File: src/rtl/mips_monitor_pkg.sv
// Shared types and default addresses for the MIPS halt monitor.
package mips_monitor_pkg;

    typedef enum logic [1:0] {
        MON_IDLE,
        MON_RUN,
        MON_SETTLE,
        MON_DONE
    } mon_state_t;

    localparam logic [31:0] RESET_VECTOR_DEF = 32'hBFC0_0000;
    localparam logic [31:0] HALT_ADDR_DEF    = 32'h0000_0000;

endpackage

File: src/rtl/mips_halt_monitor_if.sv
// CPU observation inputs and result outputs of the halt monitor.
interface mips_halt_monitor_if #(
    parameter int unsigned CNT_W = 16
);
    logic             clk_enable;
    logic             active;
    logic [31:0]      instr_address;
    logic [31:0]      register_v0;
    logic             check_en;
    logic [31:0]      expected_v0;

    logic             running;
    logic             done;
    logic             pass;
    logic             fail;
    logic             timeout;
    logic [31:0]      halt_v0;
    logic [CNT_W-1:0] cycle_count;

    // Side that drives the CPU signals and reads results.
    modport master (
        output clk_enable, active, instr_address, register_v0, check_en, expected_v0,
        input  running, done, pass, fail, timeout, halt_v0, cycle_count
    );

    // The monitor itself.
    modport slave (
        input  clk_enable, active, instr_address, register_v0, check_en, expected_v0,
        output running, done, pass, fail, timeout, halt_v0, cycle_count
    );
endinterface

File: src/rtl/mips_sat_counter.sv
// Saturating up-counter with synchronous clear and async active-low reset.
module mips_sat_counter #(
    parameter int unsigned CNT_W = 16
) (
    input  logic             clk,
    input  logic             reset,
    input  logic             en,
    input  logic             clr,
    output logic [CNT_W-1:0] count
);

    logic [CNT_W-1:0] count_q;

    // Clear wins over increment; increment stops at all-ones.
    always_ff @(posedge clk or negedge reset) begin
        if (!reset) begin
            count_q <= '0;
        end else if (clr) begin
            count_q <= '0;
        end else if (en && (count_q != '1)) begin
            count_q <= count_q + 1'b1;
        end
    end

    assign count = count_q;

endmodule

File: src/rtl/mips_halt_monitor.sv
// Watches CPU fetches for start/halt, captures and checks $v0, counts run cycles.
module mips_halt_monitor
    import mips_monitor_pkg::*;
#(
    parameter logic [31:0] RESET_VECTOR   = RESET_VECTOR_DEF,
    parameter logic [31:0] HALT_ADDR      = HALT_ADDR_DEF,
    parameter int unsigned TIMEOUT_CYCLES = 1000,
    parameter int unsigned CNT_W          = 16
) (
    input logic                clk,
    input logic                reset,
    mips_halt_monitor_if.slave mon
);

    localparam logic [CNT_W-1:0] LAST_CNT = CNT_W'(TIMEOUT_CYCLES - 1);

    mon_state_t       state_q, state_d;
    logic             running_q, running_d;
    logic             done_q, done_d;
    logic             pass_q, pass_d;
    logic             fail_q, fail_d;
    logic             timeout_q, timeout_d;
    logic [31:0]      halt_v0_q, halt_v0_d;
    logic             cnt_en, cnt_clr;
    logic [CNT_W-1:0] cnt;
    logic             start_hit, halt_hit, timeout_hit, mismatch;

    assign start_hit   = mon.active && (mon.instr_address == RESET_VECTOR);
    assign halt_hit    = !mon.active || (mon.instr_address == HALT_ADDR);
    assign timeout_hit = (cnt == LAST_CNT);
    assign mismatch    = (mon.register_v0 != mon.expected_v0);

    mips_sat_counter #(
        .CNT_W (CNT_W)
    ) u_cycle_cnt (
        .clk   (clk),
        .reset (reset),
        .en    (cnt_en),
        .clr   (cnt_clr),
        .count (cnt)
    );

    // Next-state and result logic; nothing moves without clk_enable.
    always_comb begin
        state_d   = state_q;
        done_d    = done_q;
        pass_d    = pass_q;
        fail_d    = fail_q;
        timeout_d = timeout_q;
        halt_v0_d = halt_v0_q;
        cnt_en    = 1'b0;
        cnt_clr   = 1'b0;
        if (mon.clk_enable) begin
            unique case (state_q)
                MON_IDLE: begin
                    if (start_hit) begin
                        state_d = MON_RUN;
                        cnt_clr = 1'b1;
                    end
                end
                MON_RUN: begin
                    // Halt beats timeout; the timeout edge itself leaves the count at LAST_CNT.
                    if (halt_hit) begin
                        state_d = MON_SETTLE;
                        cnt_en  = 1'b1;
                    end else if (timeout_hit) begin
                        state_d   = MON_DONE;
                        timeout_d = 1'b1;
                        done_d    = 1'b1;
                    end else begin
                        cnt_en = 1'b1;
                    end
                end
                MON_SETTLE: begin
                    halt_v0_d = mon.register_v0;
                    if (mon.check_en) begin
                        fail_d = mismatch;
                        pass_d = !mismatch;
                    end else begin
                        pass_d = 1'b1;
                    end
                    done_d  = 1'b1;
                    state_d = MON_DONE;
                end
                MON_DONE: begin
                end
                default: begin
                    state_d = MON_IDLE;
                end
            endcase
        end
    end

    assign running_d = (state_d == MON_RUN) || (state_d == MON_SETTLE);

    // State and result registers, cleared asynchronously by reset.
    always_ff @(posedge clk or negedge reset) begin
        if (!reset) begin
            state_q   <= MON_IDLE;
            running_q <= 1'b0;
            done_q    <= 1'b0;
            pass_q    <= 1'b0;
            fail_q    <= 1'b0;
            timeout_q <= 1'b0;
            halt_v0_q <= '0;
        end else begin
            state_q   <= state_d;
            running_q <= running_d;
            done_q    <= done_d;
            pass_q    <= pass_d;
            fail_q    <= fail_d;
            timeout_q <= timeout_d;
            halt_v0_q <= halt_v0_d;
        end
    end

    assign mon.running     = running_q;
    assign mon.done        = done_q;
    assign mon.pass        = pass_q;
    assign mon.fail        = fail_q;
    assign mon.timeout     = timeout_q;
    assign mon.halt_v0     = halt_v0_q;
    assign mon.cycle_count = cnt;

endmodule

File: src/flat_wrapper.sv
// flat-port wrapper written by rule: the top's interface ports become plain ports
module mips_halt_monitor_flat import mips_monitor_pkg::*;
#(
    parameter logic [31:0] RESET_VECTOR   = RESET_VECTOR_DEF,
    parameter logic [31:0] HALT_ADDR      = HALT_ADDR_DEF,
    parameter int unsigned TIMEOUT_CYCLES = 1000,
    parameter int unsigned CNT_W          = 16
)
  (clk, reset, mon_clk_enable, mon_active, mon_instr_address, mon_register_v0, mon_check_en, mon_expected_v0, mon_running, mon_done, mon_pass, mon_fail, mon_timeout, mon_halt_v0, mon_cycle_count);
  mips_halt_monitor_if #(.CNT_W(CNT_W)) mon_i ();
  input logic clk;
  input logic reset;
  input wire logic [$bits(mon_i.clk_enable)-1:0] mon_clk_enable;
  input wire logic [$bits(mon_i.active)-1:0] mon_active;
  input wire logic [$bits(mon_i.instr_address)-1:0] mon_instr_address;
  input wire logic [$bits(mon_i.register_v0)-1:0] mon_register_v0;
  input wire logic [$bits(mon_i.check_en)-1:0] mon_check_en;
  input wire logic [$bits(mon_i.expected_v0)-1:0] mon_expected_v0;
  output wire logic [$bits(mon_i.running)-1:0] mon_running;
  output wire logic [$bits(mon_i.done)-1:0] mon_done;
  output wire logic [$bits(mon_i.pass)-1:0] mon_pass;
  output wire logic [$bits(mon_i.fail)-1:0] mon_fail;
  output wire logic [$bits(mon_i.timeout)-1:0] mon_timeout;
  output wire logic [$bits(mon_i.halt_v0)-1:0] mon_halt_v0;
  output wire logic [$bits(mon_i.cycle_count)-1:0] mon_cycle_count;
  assign mon_i.clk_enable = mon_clk_enable;
  assign mon_i.active = mon_active;
  assign mon_i.instr_address = mon_instr_address;
  assign mon_i.register_v0 = mon_register_v0;
  assign mon_i.check_en = mon_check_en;
  assign mon_i.expected_v0 = mon_expected_v0;
  assign mon_running = mon_i.running;
  assign mon_done = mon_i.done;
  assign mon_pass = mon_i.pass;
  assign mon_fail = mon_i.fail;
  assign mon_timeout = mon_i.timeout;
  assign mon_halt_v0 = mon_i.halt_v0;
  assign mon_cycle_count = mon_i.cycle_count;
  mips_halt_monitor #(.RESET_VECTOR(RESET_VECTOR), .HALT_ADDR(HALT_ADDR), .TIMEOUT_CYCLES(TIMEOUT_CYCLES), .CNT_W(CNT_W)) u_core (.clk(clk), .reset(reset), .mon(mon_i));
endmodule
File: config.mk
export PLATFORM = sky130hd
export DESIGN_NAME = mips_halt_monitor_flat
export DESIGN_NICKNAME = d
export VERILOG_FILES = /design/src/rtl/mips_monitor_pkg.sv /design/src/rtl/mips_halt_monitor_if.sv /design/src/rtl/mips_sat_counter.sv /design/src/rtl/mips_halt_monitor.sv /design/src/flat_wrapper.sv
export SDC_FILE = /design/constraint.sdc
export NUM_CORES = 1
export LEC_CHECK = 0
export BUFFER_PORTS_ARGS = -buffer_cell sky130_fd_sc_hd__buf_4
export CAP_MARGIN = 20
export CORE_MARGIN = 1.5
export CORE_UTILIZATION = 41
export DETAILED_ROUTE_END_ITERATION = 8
export PLACE_DENSITY = 0.77
export SKIP_LAST_GASP = 1
export SYNTH_ARGS = -nofsm -noshare
export SYNTH_HDL_FRONTEND = slang
export SYNTH_SLANG_ARGS = --single-unit
File: constraint.sdc
create_clock -name clk -period 1.9 [get_ports clk]
set_input_delay 0.38 -clock clk [delete_from_list [all_inputs] [get_ports clk]]
set_output_delay 0.38 -clock clk [all_outputs]
set_load 0.03 [all_outputs]
**Yosys cells after proc, flatten, opt, wreduce, memory -nomap -nowiden**

Cells that the tools add are included.

- Bitwise gates (word level): 1
- $add $sub $neg: 1
- Reduce and logical (&&, ||, !) cells: 14
- Equal/unequal tests: 10
- Mux-type cells: 18

Operators by type and width:

| cell | count |
|---|---|
| $eq 32x32->1 const B | 1 |
| $logic_not 32->1 | 1 |
| $mux 16 | 2 |
| $ne 32x32->1 | 1 |
| $add 16x1->16 const B | 1 |
| $eq 16x10->1 const B | 1 |
| $ne 16x16->1 const B | 1 |
| $mux 1 | 10 |
| $mux 2 | 4 |
| $reduce_and 4->1 | 2 |
| $pmux 2 s3 | 1 |
| $eq 2x1->1 const B | 2 |
| $eq 2x2->1 const B | 2 |
| $reduce_bool 2->1 | 2 |
| $reduce_and 3->1 | 1 |
| $logic_and 1x1->1 | 2 |
| $logic_not 1->1 | 2 |
| $logic_not 2->1 | 1 |
| $logic_or 1x1->1 | 2 |
| $ne 2x1->1 const B | 1 |
| $ne 2x2->1 const B | 1 |
| $pmux 1 s2 | 1 |
| $reduce_and 2->1 | 1 |
| $not 1->1 | 1 |

- Input bits: 101
- Output and inout port bits: 53
- Flip-flop bits (word level): 55

**Longest topological paths before layout**

- Depth in word-level cells: 8
- Gate-level depth with buffers: 8
- Mapped depth without buffers: 7

**By module**

A second synthesis with hierarchy kept.

- Cells, all modules: 332
- Area, all modules: 2,977.9 µm²

Modules (own cells, without submodules):

| module | instances | area each (µm²) | cells an instance | sequential area each (µm²) |
|---|---|---|---|---|
| mips_halt_monitor | 1 | 2,035.7 | 234 | 975.9 |
| mips_sat_counter | 1 | 942.2 | 98 | 400.4 |

**Least setup slack after synthesis**

OpenSTA, ideal clock, no wires.

- Kind: reg2reg
- Start: register u_core.u_cycle_cnt.count_q[0] (netlist: u_core.u_cycle_cnt.count[0])
- End: register u_core.u_cycle_cnt.count_q[15] (netlist: u_core.u_cycle_cnt.count[15])
- Slack: -0.279 ns
- Period minus slack after synthesis: 2.179 ns
- Arrival: 2.054 ns
- Cell stages (with the launch flop): 8
- Setup time: 0.125 ns
- Data required time: 1.775 ns
- Path through: dfrtp_1 ha_1 and3_1 and3_1 a31oi_1 nand4_1 nor2_1 mux2_2

- Cells in the longest elaborated chain, start to end: 7
- Elaborated cells on any way between the ends: 11

RTL lines:

| what | RTL line | source |
|---|---|---|
| start, declared | mips_sat_counter.sv:12 | `logic [CNT_W-1:0] count_q;` |
| start signal, assigned | mips_sat_counter.sv:21 | `count_q <= count_q + 1'b1;` |
| branches (longest 7 deep; another with $add 16x1->16) | -- |  |

Parallel ways; which one is timed is not known. The select of a mux whose other input is x is not followed.
A chain may end at the register's enable or synchronous reset.

**Final worst setup path**

- Start: register u_core.u_cycle_cnt.count_q[8] (netlist: u_core.u_cycle_cnt.count[8])
- End: register u_core.u_cycle_cnt.count_q[15] (netlist: u_core.u_cycle_cnt.count[15])

Same word-level chain as after synthesis.

==> flow_metrics.tcl <==
set metrics [dict create \
    status "completed" \
    drive_gt1_share_pct 55.1 \
    grt_max_degree 34 \
    wl_per_cell_um 14.9 \
    worstMarginPinSlew_ps 388 \
    drc 0 \
    root_buffer "clkbuf_8" \
    critPathTopFamily "simple AND/OR/NAND/NOR gates" \
    fin_ws_ps 40.0 \
    route.met2.wl_mm 4.15 \
    synth_ff_type "dfrtp_1" \
    die_x_um 87.6 \
    worst_ep_arrival_time_ps 2050 \
    yosys_register_bits 55 \
    finalCritPeriodShare_pct 97.9 \
    seq_area_um2 1380 \
    powerDensity_nw_per_um2 1190 \
    ctsHtreeMaxLevel 2 \
    whs_ps 315 \
    hold_viol 0 \
    nFillCells 580 \
    power_mw 5.44 \
    grt-ovfl-total 0 \
    synth-compound-area-share_pct 3.71 \
    placedCellCount 522 \
    peakVddDrop_mv 0.625 \
    synthArstFlopShare_pct 100 \
    grt_pass1_vias 2715 \
    diodes 0 \
    placedInstanceArea_um2 4410 \
    worstPathRequired_ps 2090 \
    highest_layer "met4" \
    finalSetupViolCount 0 \
    ant_nets 0 \
    num_rows 30 \
    seq_area_frac_synth_pct 46.9 \
    p_leak_nw 2.23 \
    drt-initial-drc-count 52 \
    synth_xor_area_share_pct 14.3 \
    cp_slowest_cell "dfrtp_1" \
    synth_top_family_by_area "simple AND/OR/NAND/NOR gates" \
    syn_area_um2 2930 \
    die_area_um2 7670 \
    cts_made_buffers 5 \
    max_stage_delay_ps 390 \
    critical_path.cell_chain "and4_2, and4_2, a31oi_4, nand4_1, nor2_2, mux2_2" \
    track_usage_pct 20.7 \
    vias 2635 \
    grt_pass1_wl_mm 12.5 \
    drv_slew 0 \
    wl_mm 7.93 \
    path_max_fanout 5 \
    rsz0062_at_grt "false" \
    finClkSkew_ps 8.06 \
    die_height_um 87.6 \
    area_growth_pct 56.2 \
    place_congestion 0.809 \
    first_pass_iters 4 \
    syn_nets 362 \
    clk_latency_ps 310 \
    synth_edf_count 0 \
    via_per_inst 4.94 \
    syn_area_per_cell_um2 11.5 \
    yosys.area_share.simple_pct 18.3 \
    synthDistinctLibCells 38 \
    synth_fa_ha_area_share_pct 2.13 \
    crit_buf_inv 0 \
    coreArea_um2 6870 \
    fin_setup_tns_ps 0 \
    start_util_pct 42.7 \
    worstHoldPathType "in2reg" \
    yosysWarnings 0 \
    ios 154 \
    multi_input_area_um2 1590 \
    antenna_found_initial 0 \
    path_clk_slew_ps 100 \
    clockBufferDepth 2 \
    post-route-util_pct 66.7 \
    crit_path_end_kind "flip-flop" \
    wl_met1_mm 3.15 \
    dp_hpwl_mm 6.39 \
    period_needed_ps 1860 \
    muxShareOfSynthArea_pct 13.0 \
    fin_nets 542 \
    cp-start-kind "flip-flop" \
    synthCells 256 \
    cts_tree "done" \
    timing.max_cap.violations 0 \
    crit_type "reg2reg" \
    fin_cells 533 \
    max_slew_margin_pct 73.9 \
    dr_wl_met3_um 554 \
    cts_sinks 55 \
    fin_area_um2 4580 \
    numPortBuffers 153 \
    place_ws_ps -196 \
    critPathMostFrequentCell "and4_2" \
    fmax_ghz 0.538 \
]
state kept, by name, indices dropped and copies added, names as in the netlist:
name                      cells
u_core.mon.halt_v0           32
u_core.u_cycle_cnt.count     16
u_core.state_q                2
u_core.mon.done               1
u_core.mon.fail               1
u_core.mon.pass               1
u_core.mon.running            1
u_core.mon.timeout            1
cell type report:
cell class | count | area share (%)
timing repair buffer | 180 | 30.1
inverter | 3 | 0.246
clock buffer | 7 | 1.67
multi-input combinational | 191 | 34.6
sequential | 55 | 30.1
clock inverter | 1 | 0.655
tap | 96 | 2.62
per-layer routing:
layer / vias up / global-route usage [%]
met5: - / 0
met4: 0 / 4.91
met3: 8 / 3.86
met2: 111 / 38.4
met1: 1244 / 24.9
li1: 1272 / -
worst reg2reg max path: stages, from the launching register on:
cell     delay (ps)
dfrtp_1         390
and4_2          270
and4_2          280
a31oi_4         170
nand4_1         140
nor2_2          160
mux2_2          330
report_power, final:
part           total, mW  leakage (nW)  internal [mW]  switching, mW
combinational       2.81          1.50           1.27           1.54
clock              0.764        0.0524          0.395          0.369
sequential          1.86         0.677           1.61          0.249
repair_timing:
item | 4_1_cts | 5_1_grt
pin swaps | 1 | 3
hold buffers | 1 | 0
cloned | 0 | 0
resized for setup | 0 | 12
endpoints found under the hold margin | 25 | 0
endpoints found under the setup margin | 1 | 17
setup buffers | 0 | 2
kinds of logic (layout without fill, tap and decap cells):
logic type / count (synthesis) / count (layout)
mux: 34 / 34
flops: 55 / 55
compound gates: 13 / 13
fa+ha+maj: 5 / 5
xor+xnor: 47 / 47
buf+inv: 10 / 191
simple gates: 92 / 92
cell usage in the layout, fill, tap and decap left out, types with 2 or more instances in the layout:
cell	n
clkbuf_1	2
nor3_1	5
and4_2	2
nand2_1	9
dfrtp_2	2
and3_4	3
nand3_1	11
inv_1	3
nor4_2	2
clkbuf_8	5
dfrtp_1	53
nor4_1	12
nor2_1	20
o21ai_0	3
nand4_1	9
ha_1	3
buf_4	177
mux2_2	33
xor2_1	46
and3_1	7
buf_12	2
and2_1	2
path summary, 6_finish.rpt:
path | slack (ps) | depth (start not counted) | startpoint | endpoint
hold / removal | 310 | 2 | mon_register_v0[20] | u_core.mon.halt_v0[20]
setup / recovery | 40 | 6 | u_core.u_cycle_cnt.count[8] | u_core.u_cycle_cnt.count[15]
setup reg to reg | 40 | 6 | u_core.u_cycle_cnt.count[8] | u_core.u_cycle_cnt.count[15]
hold reg to reg | 490 | 1 | u_core.mon.done | u_core.mon.done
max in group asynchronous | 900 | 3 | reset | u_core.mon.halt_v0[30]
min in group asynchronous | 510 | 2 | reset | u_core.u_cycle_cnt.count[2]
synthesized netlist by cell type, types with 2 or more instances:
master,instances,area [um^2]
and2_1,2,12.5
and3_1,9,56.3
and4_1,4,35.0
buf_1,3,11.3
buf_2,3,15.0
dfrtp_1,55,1380
ha_1,5,62.6
inv_1,3,11.3
mux2_2,33,372
nand2_1,9,33.8
nand3_1,11,55.1
nand4_1,9,56.3
nor2_1,21,78.8
nor3_1,5,25.0
nor4_1,12,75.1
nor4_2,2,25.0
o21ai_0,4,20.0
xor2_1,46,403
Note: power is estimated with default switching activity, not from simulation.
